## src/rtl/accel_axis_scheduler.sv

```systemverilog
// accel_axis_scheduler
// Shares one 8-bit G_DATA display path between the X, Y and Z accelerometer
// axes. Each axis sample is latched as it arrives. The shown axis is picked
// either by round-robin with a fixed dwell time or by manual select. Samples
// that are overwritten before being shown raise sticky overrun flags.
//
// Input timing: each *_VALID is a one-cycle pulse and the matching *_DATA is
// only meaningful on that cycle. There is no backpressure. A sample is always
// accepted, even while HOLD is high.

module accel_axis_scheduler #(
    parameter int DWELL = 25_000_000
) (
    input  logic       i_clk,
    input  logic       i_rst,
    input  logic [7:0] i_x_data,
    input  logic [7:0] i_y_data,
    input  logic [7:0] i_z_data,
    input  logic       i_x_valid,
    input  logic       i_y_valid,
    input  logic       i_z_valid,
    input  logic       i_auto,
    input  logic [1:0] i_sel,
    input  logic       i_hold,
    input  logic       i_clr_ovr,
    output logic [7:0] o_g_data,
    output logic [1:0] o_axis,
    output logic       o_strobe,
    output logic [2:0] o_ovr,
    output logic       o_state
);

    localparam int CW = (DWELL > 2) ? $clog2(DWELL) : 1;
    localparam logic [CW-1:0] CNT_LAST = CW'(DWELL - 1);

    typedef enum logic {
        ST_EMPTY = 1'b0,
        ST_SHOW  = 1'b1
    } state_t;

    // Registered state
    state_t        r_state;
    logic [1:0]    r_axis;
    logic [7:0]    r_g_data;
    logic          r_strobe;
    logic [CW-1:0] r_cnt;
    logic [7:0]    r_x_hold;
    logic [7:0]    r_y_hold;
    logic [7:0]    r_z_hold;
    logic [2:0]    r_have;
    logic [2:0]    r_fresh;
    logic [2:0]    r_ovr;

    // Combinational helpers
    logic [2:0] w_valid;
    logic [2:0] w_axis_onehot;
    logic [7:0] w_cur_data;
    logic       w_cur_fresh;
    logic       w_load;
    logic [2:0] w_consume;
    logic [2:0] w_ovr_set;
    logic [1:0] w_first_axis;
    logic [1:0] w_auto_axis;
    logic [1:0] w_man_axis;

    assign w_valid = {i_z_valid, i_y_valid, i_x_valid};

    // The display is refreshed every SHOW cycle that is not frozen by HOLD.
    assign w_load = (r_state == ST_SHOW) && !i_hold;

    // Decode the current axis into a mask and pick its holding register.
    always_comb begin
        w_axis_onehot = 3'b000;
        w_cur_data    = 8'h00;
        case (r_axis)
            2'd0: begin
                w_axis_onehot = 3'b001;
                w_cur_data    = r_x_hold;
            end
            2'd1: begin
                w_axis_onehot = 3'b010;
                w_cur_data    = r_y_hold;
            end
            2'd2: begin
                w_axis_onehot = 3'b100;
                w_cur_data    = r_z_hold;
            end
            default: begin
                w_axis_onehot = 3'b000;
                w_cur_data    = 8'h00;
            end
        endcase
    end

    assign w_cur_fresh = |(r_fresh & w_axis_onehot);

    // A fresh bit is consumed only by a real display load of that axis.
    assign w_consume = w_load ? (r_fresh & w_axis_onehot) : 3'b000;

    // Overrun: a new sample lands on a still-unshown one that is not being
    // shown this very cycle.
    assign w_ovr_set = w_valid & r_fresh & ~w_consume;

    // First axis to show after EMPTY: X beats Y beats Z.
    always_comb begin
        w_first_axis = 2'd0;
        if (i_x_valid) begin
            w_first_axis = 2'd0;
        end else if (i_y_valid) begin
            w_first_axis = 2'd1;
        end else if (i_z_valid) begin
            w_first_axis = 2'd2;
        end
    end

    // Round-robin successor X->Y->Z->X, skipping axes never captured.
    always_comb begin
        w_auto_axis = r_axis;
        case (r_axis)
            2'd0: begin
                if (r_have[1]) begin
                    w_auto_axis = 2'd1;
                end else if (r_have[2]) begin
                    w_auto_axis = 2'd2;
                end
            end
            2'd1: begin
                if (r_have[2]) begin
                    w_auto_axis = 2'd2;
                end else if (r_have[0]) begin
                    w_auto_axis = 2'd0;
                end
            end
            2'd2: begin
                if (r_have[0]) begin
                    w_auto_axis = 2'd0;
                end else if (r_have[1]) begin
                    w_auto_axis = 2'd1;
                end
            end
            default: w_auto_axis = r_axis;
        endcase
    end

    // Manual select: only switch to an axis that has ever been captured.
    always_comb begin
        w_man_axis = r_axis;
        case (i_sel)
            2'd0: if (r_have[0]) w_man_axis = 2'd0;
            2'd1: if (r_have[1]) w_man_axis = 2'd1;
            2'd2: if (r_have[2]) w_man_axis = 2'd2;
            default: w_man_axis = r_axis;
        endcase
    end

    // Capture incoming samples and track have/fresh bits; runs in every state.
    always_ff @(posedge i_clk) begin
        if (i_rst) begin
            r_x_hold <= 8'h00;
            r_y_hold <= 8'h00;
            r_z_hold <= 8'h00;
            r_have   <= 3'b000;
            r_fresh  <= 3'b000;
        end else begin
            if (i_x_valid) r_x_hold <= i_x_data;
            if (i_y_valid) r_y_hold <= i_y_data;
            if (i_z_valid) r_z_hold <= i_z_data;
            r_have  <= r_have | w_valid;
            // A new sample re-arms fresh even if the old one is consumed now.
            r_fresh <= (r_fresh & ~w_consume) | w_valid;
        end
    end

    // Sticky overrun flags; a set in the same cycle as a clear wins.
    always_ff @(posedge i_clk) begin
        if (i_rst) begin
            r_ovr <= 3'b000;
        end else begin
            r_ovr <= (i_clr_ovr ? 3'b000 : r_ovr) | w_ovr_set;
        end
    end

    // Display FSM: axis selection, dwell counting, G_DATA load and STROBE.
    always_ff @(posedge i_clk) begin
        if (i_rst) begin
            r_state  <= ST_EMPTY;
            r_axis   <= 2'd0;
            r_g_data <= 8'h00;
            r_strobe <= 1'b0;
            r_cnt    <= '0;
        end else begin
            case (r_state)
                ST_EMPTY: begin
                    r_strobe <= 1'b0;
                    if (|w_valid) begin
                        r_state <= ST_SHOW;
                        r_axis  <= w_first_axis;
                    end
                end
                ST_SHOW: begin
                    if (i_hold) begin
                        // Everything visible is frozen; captures continue.
                        r_strobe <= 1'b0;
                    end else begin
                        // Load uses the pre-update axis, so a new axis shows
                        // up on G_DATA one cycle after AXIS changes.
                        r_g_data <= w_cur_data;
                        r_strobe <= w_cur_fresh;
                        if (i_auto) begin
                            if (r_cnt == CNT_LAST) begin
                                r_cnt  <= '0;
                                r_axis <= w_auto_axis;
                            end else begin
                                r_cnt <= r_cnt + 1'b1;
                            end
                        end else begin
                            r_cnt  <= '0;
                            r_axis <= w_man_axis;
                        end
                    end
                end
                default: begin
                    r_state <= ST_EMPTY;
                end
            endcase
        end
    end

    assign o_g_data = r_g_data;
    assign o_axis   = r_axis;
    assign o_strobe = r_strobe;
    assign o_ovr    = r_ovr;
    assign o_state  = r_state;

endmodule

```

## config.mk

```make
export PLATFORM = sky130hd
export DESIGN_NAME = accel_axis_scheduler
export DESIGN_NICKNAME = d
export VERILOG_FILES = /design/src/rtl/accel_axis_scheduler.sv
export SDC_FILE = /design/constraint.sdc
export NUM_CORES = 1
export LEC_CHECK = 0
export CORE_MARGIN = 8
export CORE_UTILIZATION = 55
export DETAILED_ROUTE_END_ITERATION = 8
export DONT_BUFFER_PORTS = 1
export PLACE_DENSITY = 0.67
export SETUP_SLACK_MARGIN = 0.3
export SLEW_MARGIN = 20
export SYNTH_ARGS = -nofsm -noshare
export SYNTH_HDL_FRONTEND = slang
export SYNTH_SLANG_ARGS = --single-unit
```

## constraint.sdc

```tcl
create_clock -name i_clk -period 4.5 [get_ports i_clk]
set_input_delay 0.9 -clock i_clk [delete_from_list [all_inputs] [get_ports i_clk]]
set_output_delay 0.9 -clock i_clk [all_outputs]
set_load 0.02 [all_outputs]
```

==> metrics.cfg <==
[finish]
area_growth_pct=9.26
layout_common_cells=nor2_1, dfxtp_1, a21oi_1
n_fill_cell=548
num_antenna_cells=0
final_util_pct=60.8
nets=414
layout-drive-gt1-share_pct=5.05
final_common_cell=nor2_1

[global_route]
grt_pass1_vias=2560
grt_max_degree=56
gr-total-overflow=0
antenna_found_initial=0
grt_pass1_wl_um=12300
grt_usage_pct=18.1

[timing]
slew_violations=0
period_minus_slack_ns=2.63
setup-tns-final_ns=0
rsz0062_at_grt=no
setup_viol=0
worst_slew_pin_slew_ns=0.849
min_period_over_period_pct=58.4
relSlewSlack_pct=43.4
setup_ws_ns=1.87
fmax_mhz=380
final_hold_viol_count=0
fin_worst_skew_ns=0.00906

[routing]
wl_met2_um=3630
num_vias=2653
drc=0
dr.pass1.iters=4
drtIter0Drc=142
viasPerCell=5.88
top_layer=met4
wl_um=7480
wl_met1_um=3240
wire_per_inst_um=16.6
antenna_left=0
route.met3.wl_um=443

[clock_tree]
cts_tree=built
cts-resized-gates=0
clock_path_buffers=2
cts_root_buf=clkbuf_8
h-tree-depth=3
cts_setup_buffers=0
path_clk_slew_ns=0.08
clock-sinks=70
hold_buffers=0
cts-buffers-inserted=9
clock_latency_ns=0.35

[logic_synthesis]
syn_avg_cell_area_um2=8.48
synth_area_leaders=dfxtp_1, nor2_1, mux2i_1
yosysUniqueCellTypes=42
ys_ff_latch=70
ys_seq_area_share_pct=43.6
synth_edf_count=0
netlist_instances=379
yosys.area.top_type_share_pct=43.6
syn-cell-area_mm2=0.00321
synthArstFlopShare_pct=0
synth.net_count=422
yosysTopAreaCell=dfxtp_1
ys_warn_count=0
ys.flop_type=dfxtp_1

[worst_setup_path]
setup.worst_path.end_class=flop
crit_fanout=23
critPathKind=flop to flop
cp_data_required_time_ns=4.72
worstPathArrival_ns=2.85
start_kind=flop

[placed_design]
io_buffer_count=0
hpwl_um=5100
gp_congestion=0.812
post-place-ws_ns=1.71

[run_status]
status=finished, final reports clean

[run]
drv_cap=0

[die]
rows=28
pin_count=49
start_util_pct=55.6
die_h_um=92.4
core_mm2=0.00578
die_area_mm2=0.00855
fp.dieW_um=92.4

[power_and_ir_drop]
leakagePower_nw=1.33
powerDensity_mw_per_mm2=413
irDropWorstVdd_mv=0.244

[worst_hold_path]
hold_path_class=flop to flop

[worst paths after layout]
path	endpoint	slack, ns	start	cells past startpoint
min	r_cnt[14]	0.48	r_cnt[14]	1
max	r_cnt[20]	1.87	o_state	6
min reg2reg	r_cnt[14]	0.48	r_cnt[14]	1
max reg2reg	r_cnt[20]	1.87	o_state	6
[worst max-delay path, stage by stage (launching register included)]
cell	delay (ns)
dfxtp_1	0.69
nand2b_1	0.60
nor4_1	0.60
and3_1	0.29
nand4_1	0.12
xor2_1	0.14
nor2_1	0.05
[where the power goes]
| part | internal [mW] | switching, mW | leakage, nW |
|---|---|---|---|
| clock | 0.427 | 0.261 | 0.130 |
| sequential | 0.642 | 0.0251 | 0.572 |
| combinational | 0.0426 | 0.0522 | 0.632 |
| total | 1.11 | 0.338 | 1.33 |
[cell families (layout without fill, tap and decap cells)]
group / after synthesis / after routing / synth area share (%)
buf+inv: 32 / 29 / 3.78
xor+xnor: 14 / 14 / 3.81
flops: 70 / 70 / 43.6
compound gates: 64 / 64 / 13.3
simple gates: 165 / 165 / 24.2
mux: 25 / 25 / 7.79
fa+ha+maj: 9 / 9 / 3.50
[area by class of cell]
cell class                      instances  area (µm²)  share of cell area, %
Multi-Input combinational cell        277        1690                   48.2
Timing Repair Buffer                    2        15.0                  0.428
Sequential cell                        70        1400                   39.9
Inverter                               11        41.3                   1.18
Clock inverter                          7         145                   4.13
Clock buffer                            9         124                   3.53
Tap cell                               75        93.8                   2.67
[state kept, by name, indices dropped and copies added (netlist names)]
register,count
o_ovr,3
r_y_hold,8
r_have,3
o_axis,2
o_state,1
o_strobe,1
r_z_hold,8
r_fresh,3
o_g_data,8
r_x_hold,8
r_cnt,25
[cells in the mapped netlist (7+ instances only)]
cell,count
nor3_1,13
nand2_1,23
nor2_1,78
ha_1,9
inv_1,11
a21oi_1,30
clkbuf_1,15
mux2i_1,25
nand3_1,11
and3_1,7
a222oi_1,9
dfxtp_1,70
xor2_1,8
[stage by stage]
stage	std cells	area (µm²)	hold slack, ns	power [mW]
detailed placement	435	3240	0.471	0.776
finish	451	3510	0.479	1.45
global route	451	3510	0.515	1.50
global placement	435	3240	0.450	0.774
floorplan	379	3210	0.440	0.766
CTS	451	3510	0.482	1.46
[routing by layer]
metal	vias up	global-route usage [%]
met5	-	0
met4	0	8.99
met3	14	5.83
met2	65	30.2
met1	1246	20.3
li1	1328	-
Note: power is estimated with default switching activity, not from simulation.
